[src/rtl/dbus_bridge.sv]
// dbus_bridge: memory-stage data-bus bridge with alignment check and response watchdog
package dbus_pkg;
  typedef struct packed {
    logic        valid;
    logic [63:0] addr;
    logic [2:0]  size;
    logic [7:0]  strobe;
    logic [63:0] data;
  } dbus_req_t;
  typedef struct packed {
    logic        addr_ok;
    logic        data_ok;
    logic [63:0] data;
  } dbus_resp_t;
endpackage

module dbus_bridge import dbus_pkg::*; #(
  parameter int TIMEOUT_CYC = 256,
  parameter int CNT_W = 9
) (
  input  logic        clk,
  input  logic        rst,
  input  dbus_req_t   dreq,
  output dbus_resp_t  dresp,
  output logic        mem_valid,
  input  logic        mem_ready,
  output logic [63:0] mem_addr,
  output logic        mem_we,
  output logic [7:0]  mem_strobe,
  output logic [63:0] mem_wdata,
  input  logic        mem_rvalid,
  input  logic [63:0] mem_rdata,
  output logic        misalign_o,
  output logic        timeout_o
);
  typedef enum logic [1:0] {IDLE, REQ, WAIT, RESP} state_e;
  state_e state_q, state_d;
  logic [63:0] addr_q, wdata_q, rdata_q, rdata_d;
  logic [7:0] strobe_q;
  logic [CNT_W-1:0] cnt_q, cnt_d;
  logic mis_q, mis_d, to_q, to_d;
  logic misaligned, expire;
  assign misaligned = |(dreq.addr[2:0] & ~(3'h7 << dreq.size));
  assign expire = cnt_q == CNT_W'(TIMEOUT_CYC - 1);
  assign mem_valid = state_q == REQ;
  assign mem_addr = addr_q;
  assign mem_strobe = strobe_q;
  assign mem_wdata = wdata_q;
  assign mem_we = |strobe_q;
  assign misalign_o = mis_q;
  assign timeout_o = to_q;
  assign dresp.addr_ok = rst && state_q == IDLE && dreq.valid;
  assign dresp.data_ok = state_q == RESP;
  assign dresp.data = rdata_q;
  // Next-state: accept in IDLE, hand off in REQ, wait for data or watchdog in WAIT, one-cycle RESP
  always_comb begin
    state_d = state_q;
    cnt_d = cnt_q;
    rdata_d = rdata_q;
    mis_d = 1'b0;
    to_d = 1'b0;
    case (state_q)
      IDLE: if (dreq.valid) begin
        state_d = misaligned ? RESP : REQ;
        rdata_d = misaligned ? '0 : rdata_q;
        mis_d = misaligned;
      end
      REQ: if (mem_ready) begin
        state_d = WAIT;
        cnt_d = '0;
      end
      WAIT: if (mem_rvalid) begin
        state_d = RESP;
        rdata_d = mem_rdata;
      end else if (expire) begin
        state_d = RESP;
        rdata_d = 64'hDEAD_BEEF_DEAD_BEEF;
        to_d = 1'b1;
      end else begin
        cnt_d = cnt_q + 1'b1;
      end
      default: state_d = IDLE;
    endcase
  end
  // State, watchdog, response data and completion-pulse registers
  always_ff @(posedge clk or negedge rst) begin
    if (!rst) begin
      state_q <= IDLE;
      cnt_q <= '0;
      rdata_q <= '0;
      mis_q <= 1'b0;
      to_q <= 1'b0;
    end else begin
      state_q <= state_d;
      cnt_q <= cnt_d;
      rdata_q <= rdata_d;
      mis_q <= mis_d;
      to_q <= to_d;
    end
  end
  // Holding registers capture the request once so later dreq changes cannot disturb the memory port
  always_ff @(posedge clk or negedge rst) begin
    if (!rst) begin
      addr_q <= '0;
      strobe_q <= '0;
      wdata_q <= '0;
    end else if (state_q == IDLE && dreq.valid) begin
      addr_q <= dreq.addr;
      strobe_q <= dreq.strobe;
      wdata_q <= dreq.data;
    end
  end
endmodule
[config.mk]
export PLATFORM = sky130hd
export DESIGN_NAME = dbus_bridge
export DESIGN_NICKNAME = d
export VERILOG_FILES = /design/src/rtl/dbus_bridge.sv
export SDC_FILE = /design/constraint.sdc
export NUM_CORES = 1
export LEC_CHECK = 0
export ABC_AREA = 1
export BUFFER_PORTS_ARGS = -buffer_cell sky130_fd_sc_hd__buf_2
export CORE_AREA = 2 2 163 165
export DETAILED_ROUTE_END_ITERATION = 12
export DIE_AREA = 0 0 165 167
export SYNTH_ARGS = -nofsm -noshare
export SYNTH_HDL_FRONTEND = slang
export SYNTH_SLANG_ARGS = --single-unit
[constraint.sdc]
create_clock -name clk -period 2.4 [get_ports clk]
set_input_delay 0.48 -clock clk [delete_from_list [all_inputs] [get_ports clk]]
set_output_delay 0.48 -clock clk [all_outputs]
set_load 0.01 [all_outputs]
# Yosys cells after proc, flatten, opt, wreduce, memory -nomap -nowiden
# Index checks and enable logic that the tools add are counted.
[totals] ff_bits=213 out_inout_bits=206
[op_classes] n_addsub=1 n_shift=1 muxes=20 n_eq_ne=10 n_reduce_logical=11 bitwise_logic=2
[ops] cell="$mux W64" count=4
[ops] cell="$pmux W64 S2" count=1
[ops] cell="$mux W9" count=3
[ops] cell="$pmux W9 S2" count=1
[ops] cell="$mux W2" count=5
[ops] cell="$add A9 B1 Y9 const B" count=1
[ops] cell="$eq A9 B8 Y1 const B" count=1
[ops] cell="$ne A2 B2 Y1 const B" count=4
[ops] cell="$reduce_and A4 Y1" count=2
[ops] cell="$reduce_or A8 Y1" count=1
[ops] cell="$pmux W2 S3" count=1
[ops] cell="$mux W1" count=5
[ops] cell="$eq A2 B2 Y1 const B" count=2
[ops] cell="$reduce_bool A2 Y1" count=2
[ops] cell="$and A3 B3 Y3" count=1
[ops] cell="$logic_and A1 B1 Y1" count=3
[ops] cell="$ne A3 B3 Y1 const B" count=1
[ops] cell="$not A3 Y3" count=1
[ops] cell="$reduce_and A3 Y1" count=1
[ops] cell="$reduce_or A3 Y1" count=1
[ops] cell="$shl A3 B3 Y3 const A" count=1
[ops] cell="$eq A2 B1 Y1 const B" count=1
[ops] cell="$logic_not A2 Y1" count=1
[ops] cell="$ne A2 B1 Y1 const B" count=1

# Logic depth before layout (Yosys ltp)
# Gate-level depths: netlist of the first run.
[depth] ltp_word=7 mapped_depth=14 mapped_depth_nobuf=13

# Worst setup path after synthesis of the first run
# OpenSTA, ideal clock, no wires.
[synth_path] path_kind="register to register" startpoint="register cnt_q[0]" endpoint="register rdata_q[0]" stages_incl_launch_ff=15 setup_slack_ns=0.528 t_required_ns=2.335 arrival_ns=1.807 n_path_buf=2 setup_ns=0.065 path_cell_list="dfrtp_1 ha_1 nand2_1 nor2_1 inv_1 nor3_1 ha_1 nor2_1 nand2_2 inv_2 a21oi_4 buf_6 buf_6 nand3_1 nand2_1"
[synth_via] elab_chain_cells=3
[synth_lines] item="from (decl)" line_no="40" rtl="logic [CNT_W-1:0] cnt_q, cnt_d;"
[synth_lines] item="from (signal assigned)" line_no="95" rtl="cnt_q <= cnt_d;"
[synth_lines] item="$eq A9 B8 Y1" line_no="44" rtl="assign expire = cnt_q == CNT_W'(TIMEOUT_CYC - 1);"
[synth_lines] item="$ne A3 B3 Y1 (no source line)"
[synth_lines] item="$reduce_and A4 Y1 (no source line)"
[synth_lines] item="to (signal assigned)" line_no="96" rtl="rdata_q <= rdata_d;"
[synth_lines] item="to (decl)" line_no="38" rtl="logic [63:0] addr_q, wdata_q, rdata_q, rdata_d;"
# Every way passes these cells.
# A chain may end at the register's enable or synchronous reset.

# Final worst setup path of the first run
[layout_path] startpoint="register cnt_q[0]" endpoint="register rdata_q[15]"
# Same word-level chain as after synthesis.

==> impl_metrics.json, run 1 <==
{
  "tritoncts": "built",
  "fmax_mhz": 437.6,
  "drv_slew": 0,
  "grt_max_degree": 111,
  "cp-end-kind": "flop",
  "report.final.setup_viol": 0,
  "wl_per_cell_um": 17.53,
  "route.detailed.drc": 0,
  "crit_required_ns": 2.80,
  "post-place-ws_ns": 0.2248,
  "worst_setup_path_start_kind": "flop",
  "finalWeightedCongestion": 0.8206,
  "clk_pin_slew_ns": 0.06,
  "core_mm2": 0.02576,
  "distinct_cell_type_count_after_synthesis": 27,
  "clock_tree.root_cell": "sky130_fd_sc_hd__clkbuf_16",
  "placement_rows": 59,
  "io_pins": 414,
  "numPortBuffers": 413,
  "layout-area-overhead-vs-synth_pct": 32.84,
  "power_density_mw_per_mm2": 1390,
  "violations": "negative hold slack",
  "iter_0_drt_violations": 356,
  "drt-pass1-iter-count": 4,
  "max-clock-path-buffers": 3,
  "finalWirelength_mm": 27.75,
  "synth-warning-count": 0,
  "grtUsageTotal": 0.1923,
  "final_worst_slack_ns": 0.1147,
  "floorplan.initialDensity": 0.3709,
  "timing.max_cap.violations": 0,
  "worst_skew_pair.late_latency_ns": 0.51,
  "tritoncts_num_sinks": 213,
  "vias": 7391,
  "grt_overflow": 0,
  "cts_buffers": 24,
  "drive_gt1_frac": 0.4760,
  "layout.cells.most_common": "sky130_fd_sc_hd__buf_2",
  "finish.net_count": 1447,
  "worst-slew-pin-transition_ns": 0.7084,
  "layout_common_cells": "412 x sky130_fd_sc_hd__buf_2, 213 x sky130_fd_sc_hd__dfrtp_1, 162 x sky130_fd_sc_hd__nand2_1, 100 x sky130_fd_sc_hd__mux2_4, 86 x sky130_fd_sc_hd__inv_1",
  "worst_case_hold_slack_ns": -0.02382,
  "cts-htree-levels": 1,
  "highest_ir_drop_seen_on_vdd_mv": 0.8704,
  "synth_cells": 827,
  "worst-path-max-fanout": 45,
  "vias_in_the_first_global_route": 7443,
  "cell_area_after_technology_mapping_mm2": 0.009555,
  "cts.hold.buffers_added": 0,
  "antenna_left": 0,
  "timing.final.crit_share": 0.9522,
  "slew-limit-headroom": 0.5278,
  "floorplan.die_area_mm2": 0.02756,
  "status": "finished with violations",
  "synth_area_per_cell_um2": 11.55,
  "arrival_ns": 2.68,
  "hold_violations": 4,
  "finalWorstPathRequiredPeriod_ns": 2.285,
  "timing.hold.worst.class": "input pin to asynchronous set/reset pin",
  "timing_worst_setup_path_type": "flop to flop",
  "hpwl_dp_mm": 19.76,
  "synth.yosys.seq_area_share": 0.5578,
  "die_width_um": 165,
  "vias_per_cell": 4.669,
  "grt_antenna_before_repair": 3,
  "synth_seq_cells": 213,
  "final.setup_skew_ns": 0.008950,
  "dieHeight_um": 167,
  "grt_pass1_wl_mm": 41.86,
  "mappedNetlistNets": 1041,
  "num_antenna_cells": 0,
  "p_leak_nw": 7.232
}
-- Yosys cell counts (all sizes together) --
cell type	count	area, µm²
ha	6	75.07
nor4	2	12.51
nand4	6	37.54
o21ai	5	25.02
nor3	2	10.01
o22ai	1	6.260
nand3	69	345.3
a21oi	55	290.3
clkbuf	9	33.78
inv	88	330.3
o211ai	1	7.510
dfrtp	213	5330
mux2	136	1907
buf	39	379.1
o21bai	1	7.510
nand2	167	649.4
nor2	27	108.9
-- critical path, stage by stage, from the launching register on --
cell                      delay [ns]
sky130_fd_sc_hd__dfrtp_1        0.38
sky130_fd_sc_hd__ha_2           0.23
sky130_fd_sc_hd__nand2_1        0.07
sky130_fd_sc_hd__nor2_1         0.10
sky130_fd_sc_hd__inv_1          0.06
sky130_fd_sc_hd__nor3_1         0.21
sky130_fd_sc_hd__ha_2           0.25
sky130_fd_sc_hd__nor2_1         0.05
sky130_fd_sc_hd__nand2_2        0.07
sky130_fd_sc_hd__inv_2          0.06
sky130_fd_sc_hd__a21oi_4        0.13
sky130_fd_sc_hd__buf_12         0.14
sky130_fd_sc_hd__nand2_4        0.06
sky130_fd_sc_hd__buf_12         0.18
sky130_fd_sc_hd__nand2_1        0.10
sky130_fd_sc_hd__nand2_1        0.06
-- sequential cells by signal, indices dropped and copies added (netlist names) --
name	cells
mem_wdata	64
mem_addr	64
mem_strobe	8
rdata_q	64
state_q	2
misalign_o	1
cnt_q	9
timeout_o	1
-- routing by layer --
layer	wire length, µm	global-route usage	vias to the layer above
li1	-	-	3493
met1	11270	0.2429	3528
met2	13250	0.3207	325
met3	2529	0.05280	41
met4	682	0.05671	4
met5	21	0	-
-- power breakdown --
group          switching [mW]  internal (mW)
Sequential              0.875           5.22
Clock                    1.45           2.28
Combinational            4.13           3.69
Total                    6.46           11.2
-- final cells by class --
class | count | area [µm²]
inverters | 88 | 330.3
clock buffers | 33 | 675.6
clock inverters | 8 | 117.6
repair buffers | 428 | 2307
well taps | 335 | 419.2
flip-flops and latches | 213 | 5330
fillers | 2399 | 13070
multi-input cells | 478 | 3513
-- path summary, 6_finish.rpt --
| kind | startpoint | to | slack, ns | cells after the start |
|---|---|---|---|---|
| max | cnt_q[0] | rdata_q[15] | 0.11 | 15 |
| min | rst | rdata_q[26] | -0.02 | 2 |
| max reg2reg | cnt_q[0] | rdata_q[15] | 0.11 | 15 |
| min reg2reg | rdata_q[59] | rdata_q[59] | 0.46 | 2 |
| max in group asynchronous | rst | mem_addr[8] | 1.82 | 2 |
| min in group clk | dreq[134] | mem_addr[59] | 0.19 | 2 |
-- metrics by stage --
step / instance area (µm²) / cells / power (mW) / util / setup TNS [ns]
floorplan: 9555 / 827 / 11.13 / - / 0
global placement: 11840 / 1540 / 13.78 / 0.4595 / 0
detailed placement: 11840 / 1540 / 13.90 / 0.4595 / 0
CTS: 12630 / 1581 / 17.76 / 0.4904 / 0
global route: 12690 / 1583 / 18.77 / 0.4927 / -1.349
finish: 12690 / 1583 / 17.64 / 0.4927 / 0
-- cells by family after synthesis --
group                      after synthesis  synth area share
buffers and inverters                  136           0.07778
and+or+nand+nor                        273            0.1218
adders and majority gates                6          0.007856
DFF                                    213            0.5578
muxes                                  136            0.1996
AOI/OAI and AO/OA                       63           0.03522
-- repair_timing --
item,4_1_cts,5_1_grt
gates cloned,0,1
gates resized for setup,1,3
endpoints found under the setup margin,1,48
buffers inserted,0,1
Note: power is estimated with default switching activity, not from simulation.
==> run 2, diff against run 1 <==
==> constraint.sdc (replaced) <==
create_clock -name clk -period 2.4 [get_ports clk]
set_input_delay 0.36 -clock clk [delete_from_list [all_inputs] [get_ports clk]]
set_output_delay 0.36 -clock clk [all_outputs]
set_load 0.01 [all_outputs]
==> run 2 against run 1 <==
Against the previous run: the run now ends clean; utilization increased by 0.16 points; via count increased by 0.84%; power decreased by 0.42%; count of clock-buffer cells in the layout increased by 2; worst hold slack improved by 0.079 ns; first-iteration DRC count increased by 9.6%; clock skew about the same; critical path type is now flop to output port; critical endpoint is now dresp[65].
==> impl_metrics.json, run 2 (synthesis gave the netlist of run 1 again) <==
{
  "status": "finished clean",
  "layout_common_cells": "412 x sky130_fd_sc_hd__buf_2, 213 x sky130_fd_sc_hd__dfrtp_1, 162 x sky130_fd_sc_hd__nand2_1, 100 x sky130_fd_sc_hd__mux2_4, 86 x sky130_fd_sc_hd__inv_1",
  "route.detailed.drc": 0,
  "grt_antenna_before_repair": 4,
  "cp-end-kind": "output port",
  "iter_0_drt_violations": 390,
  "vias_per_cell": 4.679,
  "grt_overflow": 0,
  "timing.max_cap.violations": 0,
  "highest_ir_drop_seen_on_vdd_mv": 0.7892,
  "crit_required_ns": 2.04,
  "grt_max_degree": 110,
  "tritoncts": "built",
  "floorplan.die_area_mm2": 0.02756,
  "worst-slew-pin-transition_ns": 0.6658,
  "arrival_ns": 1.84,
  "cts_buffers": 25,
  "timing.hold.worst.class": "input pin to flop",
  "vias_in_the_first_global_route": 7428,
  "hold_violations": 0,
  "cpMaxStageDelayCell": "sky130_fd_sc_hd__dfrtp_1",
  "layout.cells.most_common": "sky130_fd_sc_hd__buf_2",
  "report.final.setup_viol": 0,
  "tritoncts_num_sinks": 213,
  "place_inst": 1544,
  "max-clock-path-buffers": 3,
  "power_density_mw_per_mm2": 1379,
  "clk_pin_slew_ns": 0.06,
  "slew-limit-headroom": 0.5561,
  "finalWeightedCongestion": 0.8081,
  "num-fill-cells": 2398,
  "core_mm2": 0.02576,
  "worst_path_largest_cell_delay_ns": 0.42,
  "antenna_left": 0,
  "worst_skew_pair.late_latency_ns": 0.52,
  "grt_pass1_wl_mm": 41.87,
  "timing.final.crit_share": 0.9186,
  "drt-pass1-iter-count": 4,
  "die_width_um": 165,
  "placement_rows": 59,
  "rsz_0062_raised_after_global_routing": "no",
  "fmax_mhz": 453.6,
  "wl_per_cell_um": 17.17,
  "finalWirelength_mm": 27.36,
  "setup_tns_ns": 0,
  "worst-path-max-fanout": 27,
  "drv_slew": 0,
  "grtUsageTotal": 0.1924,
  "drive_gt1_frac": 0.4785,
  "worst_setup_path_start_kind": "flop",
  "cts-htree-levels": 1,
  "numPortBuffers": 413,
  "crit_path_cell_trace": "inv_1 -> ha_2 -> nand2_8 -> nor2_1 -> buf_2",
  "clock_tree.root_cell": "sky130_fd_sc_hd__clkbuf_16",
  "floorplan.initialDensity": 0.3709,
  "hpwl_dp_mm": 19.99,
  "p_leak_nw": 7.257,
  "dieHeight_um": 167,
  "layout-area-overhead-vs-synth_pct": 33.26,
  "timing_worst_setup_path_type": "flop to output port",
  "final_cells": 1593,
  "finish.net_count": 1454,
  "vias": 7453,
  "worst_case_hold_slack_ns": 0.05556,
  "io_pins": 414,
  "finalWorstPathRequiredPeriod_ns": 2.205,
  "final.setup_skew_ns": 0.009385,
  "total_power_mw": 17.56
}
[run 2: changes by cell type in the layout (fill, tap and decap cells not counted), sizes merged]
cell | before | now
buf | 427 | 433
diode | 0 | 2
bufinv | 3 | 2
clkbuf | 34 | 35
clkinv | 4 | 5
clkinvlp | 1 | 0
dlygate4sd3 | 0 | 1
inv | 88 | 89
[run 2: final timing paths]
| kind | depth (start not counted) | slack [ns] | startpoint | end |
|---|---|---|---|---|
| min in group asynchronous | 2 | 0.29 | rst | mem_addr[0] |
| worst max-delay path | 5 | 0.20 | state_q[0] | dresp[65] |
| worst min-delay path | 2 | 0.06 | dreq[129] | mem_addr[54] |
| worst min register to register | 2 | 0.46 | rdata_q[2] | rdata_q[2] |
| worst max register to register | 13 | 0.23 | cnt_q[0] | rdata_q[38] |
| max in group asynchronous | 3 | 1.20 | rst | mem_wdata[47] |
[run 2: critical path: cells and delay by family, from the launching register on]
| family | cells | cell delay [ns] |
|---|---|---|
| and+or+nand+nor | 2 | 0.37 |
| DFF | 1 | 0.42 |
| buffers and inverters | 2 | 0.24 |
| adders and majority gates | 1 | 0.31 |
[run 2: final cells by class]
type	instances	area, µm²	share of cell area
flip-flops and latches	213	5330	0.4186
multi-input cells	478	3508	0.2755
repair buffers	434	2350	0.1845
clock buffers	35	693.2	0.05444
well taps	335	419.2	0.03292
inverters	88	330.3	0.02594
clock inverters	8	97.59	0.007664
diodes	2	5.005	0.0003930
[run 2: routing by layer]
layer / track usage / wire length (µm) / up-vias
li1: - / - / 3509
met1: 0.2438 / 11170 / 3579
met2: 0.3123 / 12770 / 315
met3: 0.06451 / 2682 / 46
met4: 0.05558 / 704 / 4
met5: 0 / 24 / -
[run 2: metrics by stage]
step                      utilization  worst slack (ns)  cell area, µm²
final                          0.4942            0.1954           12730
after CTS                      0.4927           0.01070           12690
after global placement         0.4616            0.2404           11890
after global routing           0.4941           0.03949           12730
after floorplan                     -            0.5279            9555
after detailed placement       0.4616            0.1201           11890
[run 2: timing repair]
| action | in CTS | in global routing |
|---|---|---|
| endpoints found under the setup margin | 0 | 59 |
| resized for setup | 0 | 4 |
| hold buffers | 1 | 0 |
| setup buffers | 0 | 3 |
| hold endpoints to repair | 24 | 0 |
[run 2: report_power, final]
part | switching, mW | leakage [nW] | total, mW | internal [mW]
logic | 4.09 | 4.23 | 7.80 | 3.71
clock network | 1.46 | 0.390 | 3.68 | 2.22
registers | 0.867 | 2.63 | 6.08 | 5.22
